===== config.mk =====
export PLATFORM = sky130hd
export DESIGN_NAME = exponent_align_flat
export DESIGN_NICKNAME = d
export VERILOG_FILES = /design/src/rtl/exponent_align_if.sv /design/src/rtl/exponent_align.sv /design/src/flat_wrapper.sv
export SDC_FILE = /design/constraint.sdc
export NUM_CORES = 1
export LEC_CHECK = 0
export ABC_AREA = 0
export CORE_MARGIN = 2
export CORE_UTILIZATION = 46
export DETAILED_ROUTE_END_ITERATION = 10
export PLACE_DENSITY = 0.82
export SKIP_CTS_REPAIR_TIMING = 1
export SYNTH_ARGS = -nofsm -noshare
export SYNTH_HDL_FRONTEND = slang
export SYNTH_SLANG_ARGS = --single-unit

===== constraint.sdc =====
create_clock -name clk -period 2.3 [get_ports clk]
set_clock_uncertainty 0.1 [all_clocks]
set_input_delay 0.69 -clock clk [delete_from_list [all_inputs] [get_ports clk]]
set_output_delay 0.69 -clock clk [all_outputs]
set_load 0.005 [all_outputs]

===== src/rtl/exponent_align_if.sv =====
`default_nettype none
// ============================================================================
// Module      : exponent_align_if
// Description : Bundle of handshake and data signals for exponent_align.
//               master drives the operand pair and out_ready; slave (the
//               aligner) drives in_ready and the aligned result.
//   in_valid/in_ready   : operand-pair handshake
//   Ex, Ey, Fx, Fy      : biased exponents and fraction fields of X and Y
//   out_valid/out_ready : result handshake
//   maxOf_Ex_Ey, exp_diff, M_big, M_small, swap : aligned result
// Revision    : 1.0 - initial release
// ============================================================================
interface exponent_align_if;
  logic        in_valid;
  logic        in_ready;
  logic [7:0]  Ex;
  logic [7:0]  Ey;
  logic [22:0] Fx;
  logic [22:0] Fy;
  logic        out_valid;
  logic        out_ready;
  logic [7:0]  maxOf_Ex_Ey;
  logic [7:0]  exp_diff;
  logic [23:0] M_big;
  logic [26:0] M_small;
  logic        swap;

  modport master (
    output in_valid, Ex, Ey, Fx, Fy, out_ready,
    input  in_ready, out_valid, maxOf_Ex_Ey, exp_diff, M_big, M_small, swap
  );

  modport slave (
    input  in_valid, Ex, Ey, Fx, Fy, out_ready,
    output in_ready, out_valid, maxOf_Ex_Ey, exp_diff, M_big, M_small, swap
  );
endinterface
`default_nettype wire


===== src/rtl/exponent_align.sv =====
`default_nettype none
// ============================================================================
// Module      : exponent_align
// Description : Floating-point addend alignment. Picks the operand with the
//               larger effective exponent, then right-shifts the smaller
//               mantissa ({hidden, fraction, G, R, S}) by the saturated
//               exponent difference, at most SHIFT_PER_CYCLE bits per cycle,
//               folding every shifted-out bit into the sticky bit.
// Ports       : clk   - rising-edge clock
//               rst_n - asynchronous active-low reset
//               bus   - exponent_align_if.slave (handshakes + operands/result)
// Revision    : 1.0 - initial release
// ============================================================================
module exponent_align #(
  parameter int SHIFT_PER_CYCLE = 8
) (
  input  wire logic         clk,
  input  wire logic         rst_n,
  exponent_align_if.slave   bus
);

  localparam logic [1:0] S_IDLE  = 2'd0;
  localparam logic [1:0] S_SHIFT = 2'd1;
  localparam logic [1:0] S_DONE  = 2'd2;

  localparam logic [4:0] C_MAX_SHIFT = 5'd27;
  localparam logic [4:0] C_SPC       = 5'(SHIFT_PER_CYCLE);

  logic [1:0]  r_state;
  logic [1:0]  w_state_next;
  logic [4:0]  r_rem;
  logic [7:0]  r_max;
  logic [7:0]  r_diff;
  logic [23:0] r_m_big;
  logic [26:0] r_m_small;
  logic        r_swap;

  // ---------------- operand decode (used only on the accept edge) ----------
  logic        w_hid_x, w_hid_y;
  logic [7:0]  w_eff_x, w_eff_y, w_eff_big, w_eff_small, w_diff;
  logic        w_swap;
  logic [4:0]  w_dsat;
  logic [23:0] w_mant_x, w_mant_y;

  assign w_hid_x     = |bus.Ex;
  assign w_hid_y     = |bus.Ey;
  // Denormals share the exponent of the smallest normal.
  assign w_eff_x     = w_hid_x ? bus.Ex : 8'd1;
  assign w_eff_y     = w_hid_y ? bus.Ey : 8'd1;
  assign w_swap      = (w_eff_y > w_eff_x);
  assign w_eff_big   = w_swap ? w_eff_y : w_eff_x;
  assign w_eff_small = w_swap ? w_eff_x : w_eff_y;
  assign w_diff      = w_eff_big - w_eff_small;
  // Beyond 27 everything lands in the sticky bit anyway.
  assign w_dsat      = (w_diff > 8'(C_MAX_SHIFT)) ? C_MAX_SHIFT : w_diff[4:0];
  assign w_mant_x    = {w_hid_x, bus.Fx};
  assign w_mant_y    = {w_hid_y, bus.Fy};

  // ---------------- one shift step ------------------------------------------
  logic [4:0]  w_step;
  logic [4:0]  w_rem_next;
  logic [26:0] w_mask;
  logic [26:0] w_shifted;
  logic        w_lost;
  logic [26:0] w_m_next;

  assign w_step     = (r_rem < C_SPC) ? r_rem : C_SPC;
  assign w_rem_next = r_rem - w_step;
  // A 27-bit step wraps 1<<27 to zero, so the mask becomes all ones as needed.
  assign w_mask     = (27'd1 << w_step) - 27'd1;
  assign w_shifted  = r_m_small >> w_step;
  assign w_lost     = |(r_m_small & w_mask);
  assign w_m_next   = {w_shifted[26:1], w_shifted[0] | w_lost};

  // ---------------- FSM: state register ------------------------------------
  always_ff @(posedge clk or negedge rst_n) begin
    if (!rst_n) begin
      r_state <= S_IDLE;
    end else begin
      r_state <= w_state_next;
    end
  end

  // ---------------- FSM: next state -----------------------------------------
  always_comb begin
    w_state_next = r_state;
    case (r_state)
      S_IDLE:  if (bus.in_valid)       w_state_next = S_SHIFT;
      S_SHIFT: if (w_rem_next == 5'd0) w_state_next = S_DONE;
      S_DONE:  if (bus.out_ready)      w_state_next = S_IDLE;
      default:                         w_state_next = S_IDLE;
    endcase
  end

  // ---------------- FSM: outputs (decoded from the state register) ---------
  always_comb begin
    bus.in_ready  = 1'b0;
    bus.out_valid = 1'b0;
    case (r_state)
      S_IDLE:  bus.in_ready  = 1'b1;
      S_DONE:  bus.out_valid = 1'b1;
      default: ;
    endcase
  end

  // ---------------- datapath registers --------------------------------------
  always_ff @(posedge clk or negedge rst_n) begin
    if (!rst_n) begin
      r_rem     <= 5'd0;
      r_max     <= 8'd0;
      r_diff    <= 8'd0;
      r_m_big   <= 24'd0;
      r_m_small <= 27'd0;
      r_swap    <= 1'b0;
    end else if (r_state == S_IDLE && bus.in_valid) begin
      r_rem     <= w_dsat;
      r_max     <= w_eff_big;
      r_diff    <= w_diff;
      r_swap    <= w_swap;
      r_m_big   <= w_swap ? w_mant_y : w_mant_x;
      r_m_small <= {(w_swap ? w_mant_x : w_mant_y), 3'b000};
    end else if (r_state == S_SHIFT) begin
      r_rem     <= w_rem_next;
      r_m_small <= w_m_next;
    end
  end

  assign bus.maxOf_Ex_Ey = r_max;
  assign bus.exp_diff    = r_diff;
  assign bus.M_big       = r_m_big;
  assign bus.M_small     = r_m_small;
  assign bus.swap        = r_swap;

endmodule
`default_nettype wire


===== src/flat_wrapper.sv =====
// flat-port wrapper written by rule: the top's interface ports become plain ports
module exponent_align_flat 
#(
  parameter int SHIFT_PER_CYCLE = 8
)
  (clk, rst_n, bus_in_valid, bus_Ex, bus_Ey, bus_Fx, bus_Fy, bus_out_ready, bus_in_ready, bus_out_valid, bus_maxOf_Ex_Ey, bus_exp_diff, bus_M_big, bus_M_small, bus_swap);
  exponent_align_if bus_i ();
  input  wire logic clk;
  input  wire logic rst_n;
  input wire logic [$bits(bus_i.in_valid)-1:0] bus_in_valid;
  input wire logic [$bits(bus_i.Ex)-1:0] bus_Ex;
  input wire logic [$bits(bus_i.Ey)-1:0] bus_Ey;
  input wire logic [$bits(bus_i.Fx)-1:0] bus_Fx;
  input wire logic [$bits(bus_i.Fy)-1:0] bus_Fy;
  input wire logic [$bits(bus_i.out_ready)-1:0] bus_out_ready;
  output wire logic [$bits(bus_i.in_ready)-1:0] bus_in_ready;
  output wire logic [$bits(bus_i.out_valid)-1:0] bus_out_valid;
  output wire logic [$bits(bus_i.maxOf_Ex_Ey)-1:0] bus_maxOf_Ex_Ey;
  output wire logic [$bits(bus_i.exp_diff)-1:0] bus_exp_diff;
  output wire logic [$bits(bus_i.M_big)-1:0] bus_M_big;
  output wire logic [$bits(bus_i.M_small)-1:0] bus_M_small;
  output wire logic [$bits(bus_i.swap)-1:0] bus_swap;
  assign bus_i.in_valid = bus_in_valid;
  assign bus_i.Ex = bus_Ex;
  assign bus_i.Ey = bus_Ey;
  assign bus_i.Fx = bus_Fx;
  assign bus_i.Fy = bus_Fy;
  assign bus_i.out_ready = bus_out_ready;
  assign bus_in_ready = bus_i.in_ready;
  assign bus_out_valid = bus_i.out_valid;
  assign bus_maxOf_Ex_Ey = bus_i.maxOf_Ex_Ey;
  assign bus_exp_diff = bus_i.exp_diff;
  assign bus_M_big = bus_i.M_big;
  assign bus_M_small = bus_i.M_small;
  assign bus_swap = bus_i.swap;
  exponent_align #(.SHIFT_PER_CYCLE(SHIFT_PER_CYCLE)) u_core (.clk(clk), .rst_n(rst_n), .bus(bus_i));
endmodule

### Word-level counts from Yosys, hierarchy flattened

Index checks and enable logic that the tools add are counted.

* $add $sub $neg: 3
* $lt $le $gt $ge: 3
* equal/unequal tests: 5
* shift operators: 2
* muxes and demuxes: 18
* bitwise operators: 2
* reduce and logical (&&, ||, !) cells: 8

Operators by type and width (number)
* two-way mux 27 bit: 2
* two-way mux 24 bit: 2
* two-way mux 8 bit: 4
* AND 27 bit: 1
* OR reduction 27 bit: 1
* left shift 1 x 5 -> 27 bit, first input constant: 1
* right shift 27 x 5 -> 27 bit: 1
* subtractor 27 x 1 -> 27 bit, second input constant: 1
* two-way mux 5 bit: 4
* OR reduction 8 bit: 2
* greater-than comparator 8 x 5 -> 1 bit, second input constant: 1
* greater-than comparator 8 bit: 1
* subtractor 8 bit: 1
* two-way mux 2 bit: 3
* one-hot mux 2 bit (3 select lines): 1
* logical NOT 5 bit: 1
* < comparator 5 x 4 -> 1 bit, second input constant: 1
* subtractor 5 bit: 1
* != test 2 bit, second input constant: 2
* AND reduction 3 bit: 1
* equality test 2 x 1 -> 1 bit, second input constant: 1
* equality test 2 bit, second input constant: 1
* logical NOT 2 bit: 1
* two-way mux 1 bit: 2
* other kinds (4): 4

* register bits after elaboration: 75
* bits of input ports: 66
* output and inout bits: 70
* word-level logic and storage cells: 48

### Longest topological paths before layout

* depth in word-level cells: 9
* mapped depth: 18
* depth with buffers taken out: 16

### Worst setup path before layout

OpenSTA, ideal clock, no wires.

* kind: input to register
* start: input bus_Ey[3]
* end: register u_core.r_rem[0]
* library setup time: 143 ps
* data arrival time: 3693 ps
* required time: 2057 ps
* slack: -1635 ps
* stages: 16
* path buffers: 1
* cell sequence: nor4_1 -> a21oi_1 -> ha_1 -> and2_1 -> nand4_4 -> buf_6 -> a211oi_1 -> nor2_1 -> ha_1 -> nor2_1 -> mux2_2 -> o22ai_1 -> o21ai_0 -> xnor2_1 -> a2111oi_4 -> a32oi_1

* longest elaborated chain between the ends: 8
* elaborated cells on any way between the ends: 9
* those cells by class: add/sub (1); order compare (2); mux (5); reduce/logical (1)

Ends and longest elaborated chain
* start: declaration: RTL line flat_wrapper.sv:12 `input wire logic [$bits(bus_i.Ey)-1:0] bus_Ey;`
* OR reduction 8 bit: RTL line exponent_align.sv:46 `assign w_hid_y = |bus.Ey;`
* two-way mux 8 bit *: RTL line exponent_align.sv:49 `assign w_eff_y = w_hid_y ? bus.Ey : 8'd1;`
* greater-than comparator 8 bit: RTL line exponent_align.sv:50 `assign w_swap = (w_eff_y > w_eff_x);`
* two-way mux 8 bit (on tied branches): RTL line exponent_align.sv:51, exponent_align.sv:52
* subtractor 8 bit *: RTL line exponent_align.sv:53 `assign w_diff = w_eff_big - w_eff_small;`
* greater-than comparator 8 x 5 -> 1 bit: RTL line exponent_align.sv:55 `assign w_dsat = (w_diff > 8'(C_MAX_SHIFT)) ? C_MAX_SHIFT : w_diff[4:0];`
* two-way mux 5 bit *: RTL line exponent_align.sv:55
* two-way mux 5 bit *: RTL line exponent_align.sv:115 `end else if (r_state == S_IDLE && bus.in_valid) begin`
* end signal: assignment: RTL line exponent_align.sv:116 `r_rem <= w_dsat;`
* end signal: assignment: RTL line exponent_align.sv:123 `r_rem <= w_rem_next;`
* end: declaration: RTL line exponent_align.sv:31 `logic [4:0] r_rem;`

Every way passes the cells marked *; elsewhere a longest branch is shown, timed or not.
A chain may end at the register's enable or synchronous reset.

### Worst setup path in the final report

* start: input bus_Ex[4]
* end: register u_core.r_rem[1]

* longest elaborated chain between the ends: 8
* elaborated cells on any way between the ends: 9
* those cells by class: add/sub (1); order compare (2); mux (5); reduce/logical (1)

Ends and longest elaborated chain
* start: declaration: RTL line flat_wrapper.sv:11 `input wire logic [$bits(bus_i.Ex)-1:0] bus_Ex;`
* OR reduction 8 bit: RTL line exponent_align.sv:45 `assign w_hid_x = |bus.Ex;`
* two-way mux 8 bit *: RTL line exponent_align.sv:48 `assign w_eff_x = w_hid_x ? bus.Ex : 8'd1;`
* greater-than comparator 8 bit: RTL line exponent_align.sv:50
* two-way mux 8 bit (on tied branches): RTL line exponent_align.sv:51, exponent_align.sv:52
* subtractor 8 bit *: RTL line exponent_align.sv:53
* greater-than comparator 8 x 5 -> 1 bit: RTL line exponent_align.sv:55
* two-way mux 5 bit *: RTL line exponent_align.sv:55
* two-way mux 5 bit *: RTL line exponent_align.sv:115

Marked as above.

==> impl_metrics.ini <==
[synthesis]
synth_mux_area_share_pct = 12.2
synth-seq-area-share_pct = 33.7
synth_compound_area_share_pct = 23.7
synthCells = 704
synth-seq-cells = 75
synth_xor_area_share_pct = 1.08
synth_fa_ha_area_share_pct = 2.25
synthTopCellsByArea = dfrtp_1, mux2i_1, nand2_1
yosys.area.top_type = dfrtp_1
synth_top_family_by_area = compound AO/OA/AOI/OAI gates
ys_types = 61
synth_flop_cell = dfrtp_1
async_reset_ff_share_pct = 100
synth_top_area_share_pct = 33.7
synth_edf_count = 0
yosys_warnings = 0
synth-simple-area-share_pct = 21.3
avgSynthCellArea_um2 = 7.91
syn_nets = 780
syn_area_um2 = 5570

[clocking]
cts_tree = built
cts_buffer_depth = 2
cts_root_buf = clkbuf_16
clk_latency_ps = 350
htreeDepth = 3
clkTransAtPathRegs_ps = 60
cts_buffers = 9
cts_sinks = 75

[global_routing]
grt_pass1_wl_mm = 30.9
overflow = 0
antenna_found_initial = 0
first_global_vias = 6234
track_usage_pct = 29.7
grt_max_degree = 56

[floorplanning]
core.rowCount = 40
core-area_um2 = 11900
die_w_um = 114
io_pins = 136
die_y_um = 114
initial_core_util_pct = 46.7
die-area_um2 = 13000

[worst_setup_path]
setup.worst_path.class = in -> reg
rr_endpoint = u_core.bus.M_small[10]$_DFFE_PN0P_
ff2ff_setup_slack_ps = -240
cp-end-kind = flip-flop
r2r-start = u_core.r_rem[2]$_DFFE_PN0P_
required_ps = 2410
path_max_fanout = 5
cp.arrival_ps = 4020
critPathLaunchType = input port
ff2ff_path_depth = 7

[drt]
via_count = 6689
drt-wirelength-per-cell_um = 21.3
drtAntennaViolNets = 0
drtIter0Drc = 646
drcViolationCount = 0
vias_per_cell = 6.27
drtPass1Iterations = 5
wl_mm = 22.8

[place]
io_buffer_count = 135
gp_congestion = 0.961
placed_area_um2 = 7720
place_hpwl_mm = 14.7

[final_layout]
final_cell_area_um2 = 8660
fin_nets = 990
fillCellCount = 814
mostFrequentLayoutCell = nand2_1
final_cell_mix = nand2_1, clkdlybuf4s50_1, buf_4
drive_gt1_share_pct = 23.2
n_antenna_cell = 0
area_growth_pct = 55.6

[timing]
rsz0062_at_grt = true
slew_headroom_pct = 58.1
finalHoldViolCount = 0
fin_crit_ps = 3910
setup_viol_count_final = 69
slew_violations = 0
fin_setup_tns_ps = -44640
fin_ws_ps = -1610
finalCritPeriodShare_pct = 170
clock.fmax_mhz = 256
worst_pin_slew_ps = 613
holdWs_ps = 196

[job]
drv_cap = 0

[pwr]
p_total_mw = 11.4
powerDensity_nw_per_um2 = 1310
peakVddDrop_uv = 652
leakagePower_nw = 3.95

[outcome]
failed_checks = setup timing
status = finished, violations left

[hold_path]
hold_class = in -> async
==> metrics by stage <==
step	instances	utilization, %	setup slack [ps]
floorplan	704	-	-1440
global placement	1019	64.8	-2020
global route	1066	72.7	-1730
finish	1066	72.7	-1610
CTS	1035	67.1	-1860
detailed placement	1019	64.8	-2200
==> worst max-delay path, stage by stage <==
cell       delay [ps]
clkbuf_2          110
nor4_4            280
a21o_1            190
ha_2              180
and3b_1           180
o211ai_1          250
o211ai_2          190
buf_6             170
buf_12            130
a2111oi_0         560
buf_4             210
a31oi_1            50
o21ai_2           130
xnor2_2           120
a2111oi_4         390
a32oi_1           170
==> state kept, by name, indices dropped and copies added (netlist names) <==
| name | flops |
|---|---|
| u_core.bus.M_big | 24 |
| u_core.bus.M_small | 27 |
| u_core.bus.exp_diff | 8 |
| u_core.bus.maxOf_Ex_Ey | 8 |
| u_core.bus.swap | 1 |
| u_core.r_rem | 5 |
| u_core.r_state | 2 |
==> report_power, final <==
part | leakage, nW | total [mW] | switching, mW | internal, mW
combinational | 2.94 | 7.23 | 3.70 | 3.52
sequential | 0.883 | 2.79 | 0.793 | 1.99
clock | 0.130 | 1.34 | 0.605 | 0.738
total | 3.95 | 11.4 | 5.10 | 6.25
==> kinds of logic after synthesis <==
logic type / count (synthesis)
flops: 75
simple gates: 276
fa+ha+maj: 10
buf+inv: 78
other cells: 1
compound gates: 191
xor+xnor: 6
mux: 67
==> layout make-up <==
type | instances | area (um2) | share of cell area (%)
Clock inverter | 5 | 38.8 | 0.448
Timing Repair Buffer | 260 | 2530 | 29.3
Tap cell | 147 | 184 | 2.12
Clock buffer | 11 | 233 | 2.69
Sequential cell | 75 | 1880 | 21.7
Inverter | 17 | 66.3 | 0.766
Multi-Input combinational cell | 551 | 3720 | 43.0
==> cells in the mapped netlist (all sizes together) (8+ instances only) <==
cell type / instances
dfrtp: 75
a31oi: 53
nor2: 68
ha: 10
nor4: 10
o21ai: 31
mux2i: 61
nand2: 152
a211oi: 36
clkbuf: 53
inv: 16
buf: 8
nand3: 11
a21oi: 24
==> how the worst max path moves through the flow <==
stage	start	endpoint	slack (ps)	depth (start not counted)
4_1_cts	bus_Ex[5]	u_core.r_rem[0]$_DFFE_PN0P_	-1860	14
6_report	bus_Ex[4]	u_core.r_rem[1]$_DFFE_PN0P_	-1610	16
2_1_floorplan	bus_Ey[5]	u_core.r_rem[0]$_DFFE_PN0P_	-1440	13
5_1_grt	bus_Ey[3]	u_core.r_rem[0]$_DFFE_PN0P_	-1730	15
3_3_place_gp	bus_Ex[1]	u_core.r_rem[0]$_DFFE_PN0P_	-2020	14
3_5_place_dp	bus_Ex[5]	u_core.r_rem[1]$_DFFE_PN0P_	-2200	14
==> per-layer routing <==
metal | GRT usage, % | share of wire [%] | vias to the layer above
met4 | 11.4 | 5.3 | 0
met1 | 39.9 | 39 | 3218
met5 | 0 | 0 | -
met3 | 5.95 | 9.0 | 97
li1 | - | - | 2959
met2 | 47.3 | 47 | 415
Power figures use the tool's default switching activity.
